## src/rtl/oddr_tx_sequencer_pkg.sv

```systemverilog
// rtl/oddr_tx_sequencer_pkg.sv - shared state encoding and sizing helper for the DDR transmit sequencer
package oddr_tx_sequencer_pkg;

    typedef enum logic [1:0] {
        ST_IDLE  = 2'd0,
        ST_SHIFT = 2'd1,
        ST_GAP   = 2'd2
    } state_e;

    // Pair counter width; a single-pair word still gets a 1-bit counter.
    function automatic int cnt_width(input int width);
        int n;
        n = 1;
        while ((1 << n) < (width / 2)) n++;
        return n;
    endfunction

endpackage

```

## src/rtl/oddr_tx_shifter.sv

```systemverilog
// rtl/oddr_tx_shifter.sv - two-bit-per-clock shift register feeding the DDR d0/d1 pins
module oddr_tx_shifter
    import oddr_tx_sequencer_pkg::*;
#(
    parameter int   WIDTH      = 8,
    parameter logic IDLE_LEVEL = 1'b0
) (
    input  logic             C,
    input  logic             clear,
    input  logic             load,
    input  logic [WIDTH-1:0] data,
    output logic             d0,
    output logic             d1,
    output logic             last
);

    localparam int CW = cnt_width(WIDTH);

    logic [WIDTH-1:0] shreg_q, shreg_d;
    logic [CW-1:0]    cnt_q, cnt_d;
    logic             d0_q, d0_d;
    logic             d1_q, d1_d;

    always_comb begin
        shreg_d = shreg_q;
        cnt_d   = cnt_q;
        d0_d    = IDLE_LEVEL;
        d1_d    = IDLE_LEVEL;
        if (clear) begin
            shreg_d = '0;
            cnt_d   = '0;
        end else if (load) begin
            d0_d    = data[0];
            d1_d    = data[1];
            shreg_d = data >> 2;
            cnt_d   = CW'(WIDTH / 2 - 1);
        end else if (cnt_q != '0) begin
            d0_d    = shreg_q[0];
            d1_d    = shreg_q[1];
            shreg_d = shreg_q >> 2;
            cnt_d   = cnt_q - CW'(1);
        end
    end

    always_ff @(posedge C) begin
        shreg_q <= shreg_d;
        cnt_q   <= cnt_d;
        d0_q    <= d0_d;
        d1_q    <= d1_d;
    end

    assign d0   = d0_q;
    assign d1   = d1_q;
    assign last = (cnt_q == '0);

endmodule

```

## src/rtl/oddr_tx_sequencer.sv

```systemverilog
// rtl/oddr_tx_sequencer.sv - word handshake, gap insertion and abort parking in front of a DDR output flop
module oddr_tx_sequencer
    import oddr_tx_sequencer_pkg::*;
#(
    parameter int   WIDTH      = 8,
    parameter int   GAP_CYCLES = 0,
    parameter logic IDLE_LEVEL = 1'b0
) (
    input  logic             C,
    input  logic             R,
    input  logic [WIDTH-1:0] in_data,
    input  logic             in_valid,
    output logic             in_ready,
    input  logic             abort,
    output logic             d0,
    output logic             d1,
    output logic             ce,
    output logic             clr,
    output logic             pre,
    output logic             busy
);

    localparam logic [3:0] GAP_LAST = (GAP_CYCLES > 0) ? 4'(GAP_CYCLES - 1) : 4'd0;

    state_e     state_q, state_d;
    logic [3:0] gcnt_q, gcnt_d;
    logic       ce_q, clr_q, pre_q;
    logic       last;
    logic       xfer;

    oddr_tx_shifter #(
        .WIDTH      (WIDTH),
        .IDLE_LEVEL (IDLE_LEVEL)
    ) u_shifter (
        .C     (C),
        .clear (R | abort),
        .load  (xfer),
        .data  (in_data),
        .d0    (d0),
        .d1    (d1),
        .last  (last)
    );

    always_comb begin
        state_d  = state_q;
        gcnt_d   = gcnt_q;
        in_ready = 1'b0;
        if (!R && !abort) begin
            in_ready = (state_q == ST_IDLE) ||
                       (state_q == ST_SHIFT && last && GAP_CYCLES == 0);
        end
        xfer = in_valid && in_ready;

        case (state_q)
            ST_IDLE: begin
                if (xfer) state_d = ST_SHIFT;
            end
            ST_SHIFT: begin
                if (last) begin
                    if (xfer) begin
                        state_d = ST_SHIFT;
                    end else if (GAP_CYCLES > 0) begin
                        state_d = ST_GAP;
                        gcnt_d  = GAP_LAST;
                    end else begin
                        state_d = ST_IDLE;
                    end
                end
            end
            ST_GAP: begin
                if (gcnt_q == 4'd0) state_d = ST_IDLE;
                else                gcnt_d  = gcnt_q - 4'd1;
            end
            default: state_d = ST_IDLE;
        endcase

        if (abort) begin
            state_d = ST_IDLE;
            gcnt_d  = 4'd0;
        end
    end

    // The clear/preset request parks the pad at the idle level while reset or abort is active.
    always_ff @(posedge C) begin
        if (R) begin
            state_q <= ST_IDLE;
            gcnt_q  <= 4'd0;
            ce_q    <= 1'b0;
            clr_q   <= (IDLE_LEVEL == 1'b0);
            pre_q   <= (IDLE_LEVEL == 1'b1);
        end else begin
            state_q <= state_d;
            gcnt_q  <= gcnt_d;
            ce_q    <= !abort;
            clr_q   <= abort && (IDLE_LEVEL == 1'b0);
            pre_q   <= abort && (IDLE_LEVEL == 1'b1);
        end
    end

    assign ce   = ce_q;
    assign clr  = clr_q;
    assign pre  = pre_q;
    assign busy = (state_q == ST_SHIFT) || (state_q == ST_GAP);

endmodule

```

## config.mk

```make
export PLATFORM = sky130hd
export DESIGN_NAME = oddr_tx_sequencer
export DESIGN_NICKNAME = d
export VERILOG_FILES = /design/src/rtl/oddr_tx_sequencer_pkg.sv /design/src/rtl/oddr_tx_shifter.sv /design/src/rtl/oddr_tx_sequencer.sv
export SDC_FILE = /design/constraint.sdc
export NUM_CORES = 1
export LEC_CHECK = 0
export ABC_AREA = 1
export BUFFER_PORTS_ARGS = -buffer_cell sky130_fd_sc_hd__buf_4
export CAP_MARGIN = 15
export CELL_PAD_IN_SITES_DETAIL_PLACEMENT = 1
export CELL_PAD_IN_SITES_GLOBAL_PLACEMENT = 1
export CORE_MARGIN = 2
export CORE_UTILIZATION = 36
export DETAILED_ROUTE_END_ITERATION = 10
export GPL_TIMING_DRIVEN = 0
export PLACE_DENSITY_LB_ADDON = 0.1
export SYNTH_ARGS = -nofsm -noshare
export SYNTH_HDL_FRONTEND = slang
export SYNTH_SLANG_ARGS = --single-unit
```

## constraint.sdc

```tcl
create_clock -name C -period 2.85 [get_ports C]
set_clock_uncertainty 0.05 [all_clocks]
set_input_delay 0.1425 -clock C [delete_from_list [all_inputs] [get_ports C]]
set_output_delay 0.1425 -clock C [all_outputs]
set_load 0.05 [all_outputs]
```

==> results.toml <==
[synthesis]
synth_cells = 74
synthXorXnorAreaFrac_pct = 0
ys_warn_count = 0
yosys-mux-area-fraction_pct = 0
ys_seq_area_share_pct = 42.80
avgSynthCellArea_um2 = 8.217
syn_area_um2 = 608.1
synth-compound-area-share_pct = 13.17
synthAdderAreaFrac_pct = 2.058
synth_nets = 87
ys_types = 20
synth_top_family_by_area = "simple AND/OR/NAND/NOR gates"
synth_seq_cells = 13
synth_simple_gate_area_share_pct = 29.22

[clock_tree]
cts_buffers = 3
ctsHoldBuffers = 0
htreeDepth = 1
cts_resized = 0
cts_sinks = 13
cts_tree = "built"
clk_pin_slew_worst_paths_ns = 0.08
ctsLongestPathBuffers = 2
clock_latency_ns = 0.27
cts_root_buf = "clkbuf_4"
post-cts-setup-buffers = 0

[setup_path]
crit_fanout = 10
cp.required_ns = 2.66
r2r_start = "u_shifter.cnt_q[0]"
endpoint_kind = "output pin"
path_class = "register to output pin"
arrival_ns = 1.43
critical_path.startpoint = "u_shifter.cnt_q[0]"
startpoint_type = "register"

[power]
ir_worst_vdd_uv = 278.3
p_int_mw = 0.2755
power_density_nw_per_um2 = 501.6
pwr-share-comb_pct = 22.1
clock_power_share_pct = 29.0
p_seq_share_pct = 48.9
power_leakage_nw = 0.3484
swShare_pct = 29.76
power_switching_mw = 0.1167

[grt]
grt_pass1_wl_um = 2346
grt_max_degree = 11
antenna_found_initial = 0
grt_util_all_layers_pct = 16.58
grt_pass1_vias = 548
grt_overflow_total = 0

[sta]
rsz0062_at_grt = "false"
setup-tns-final_ns = 0
post-route-period-util_pct = 56.86
slew_violations = 0
period_needed_ns = 1.621
setup_viol = 0
fmax_mhz = 617.1
hold_viol_final = 0
hold_ws_ns = 0.1002

[routing]
drt_first_pass_iters = 3
dr_total_vias = 551
wirelength_um = 1311
drt-wirelength-per-cell_um = 11.81
ant_nets = 0
drc = 0
drt_iter0_markers = 2
viasPerCell = 4.964

[floorplanning]
initial_core_util_pct = 39.45
io_pins = 19
die-width_um = 45.10
fp.dieH_um = 45.10
coreArea_um2 = 1541
rows = 14
die_area_um2 = 2034

[place]
dp.final_hpwl_um = 978.2
dp.cells = 107
io_buffers = 17
gp_congestion = 0.6777
dpl_cell_area_um2 = 755.7

[worst_hold_path]
hold_class = "primary input to register"
min_from = "in_data[6]"

[status]
status = "completed"

[finish]
final_cell_area_um2 = 782.0
final_layout_size_suffix_gt1_share_pct = 32.63
num_antenna_cells = 0
area_delta_synth_final_pct = 28.60
fin_nets = 109
fin_cells = 111

[flow_run]
maxCapViolations = 0
-- cells in the final DEF, fill, tap and decap left out, types with 2 or more instances in the layout --
| cell type | synthesis | layout |
|---|---|---|
| a21oi_1 | 11 | 11 |
| buf_4 | 1 | 18 |
| clkbuf_4 | 0 | 3 |
| dfxtp_1 | 13 | 13 |
| inv_1 | 6 | 6 |
| nand2_1 | 14 | 14 |
| nand3_1 | 3 | 3 |
| nand3_2 | 3 | 3 |
| nand4_1 | 6 | 6 |
| nor2_1 | 2 | 2 |
| o21ai_0 | 5 | 5 |
-- power by group through the flow --
stage / Clock [mW] / Sequential, mW / Combinational [mW]
2_1_floorplan: 0 / 0.204 / 0.0510
3_3_place_gp: 0 / 0.196 / 0.0863
3_5_place_dp: 0 / 0.196 / 0.0877
4_1_cts: 0.115 / 0.192 / 0.0882
5_1_grt: 0.132 / 0.193 / 0.0970
6_report: 0.114 / 0.192 / 0.0867
-- stage by stage --
stage | utilization [%] | power, mW | setup slack [ns]
after floorplan | - | 0.2549 | 1.176
after global placement | 49.03 | 0.2821 | 1.371
after detailed placement | 49.03 | 0.2840 | 1.339
after CTS | 50.73 | 0.3950 | 1.218
after global routing | 50.73 | 0.4214 | 1.092
final | 50.73 | 0.3923 | 1.229
-- path summary, 6_finish.rpt --
path | end | slack (ns) | cells past startpoint
max | in_ready | 1.23 | 6
min reg2reg | u_shifter.shreg_q[0] | 0.43 | 2
min | u_shifter.shreg_q[4] | 0.10 | 3
max reg2reg | u_shifter.shreg_q[5] | 1.33 | 9
-- routing by layer --
layer	global-route usage [%]	vias to the layer above	routed length, um
met5	0	-	0
met4	12.35	0	30
met3	3.600	4	60
met2	24.57	17	593
met1	20.88	240	626
li1	-	290	-
-- registers in the layout (all words and copies together), names as in the netlist --
| register | count |
|---|---|
| state_q | 1 |
| clr | 1 |
| u_shifter.d1 | 1 |
| u_shifter.shreg_q | 6 |
| u_shifter.cnt_q | 2 |
| u_shifter.d0 | 1 |
| ce | 1 |
-- cells by family after synthesis --
kind of cell / count (synthesis)
DFF: 13
and+or+nand+nor: 31
adders and majority gates: 1
buffers and inverters: 12
other: 1
AOI/OAI and AO/OA: 16
-- cells in the mapped netlist --
master,n,area [um^2]
a21oi_1,11,55.05
buf_2,1,5.000
buf_4,1,7.510
buf_6,1,11.26
buf_8,1,15.01
clkinv_1,1,3.750
conb_1,1,3.750
dfxtp_1,13,260.3
ha_1,1,12.51
inv_1,6,22.52
inv_6,1,8.760
nand2_1,14,52.55
nand2_4,1,11.26
nand3_1,3,15.01
nand3_2,3,30.03
nand3_4,1,17.52
nand4_1,6,37.54
nor2_1,2,7.510
nor2_2,1,6.260
o21ai_0,5,25.02
-- worst max-delay path, stage by stage, from the launching register on --
cell,delay [ns]
dfxtp_1,0.32
inv_1,0.07
ha_1,0.16
buf_6,0.16
inv_6,0.07
a21oi_1,0.15
buf_4,0.22
-- cell type report --
type / count / area, um^2
fill: 193 / 759.5
multi-input combinational: 49 / 274.0
sequential: 13 / 260.3
timing repair buffer: 17 / 127.6
buffer: 4 / 38.79
inverter: 8 / 35.03
clock buffer: 4 / 26.28
tap: 16 / 20.02
(Power assumes the default switching activity.)
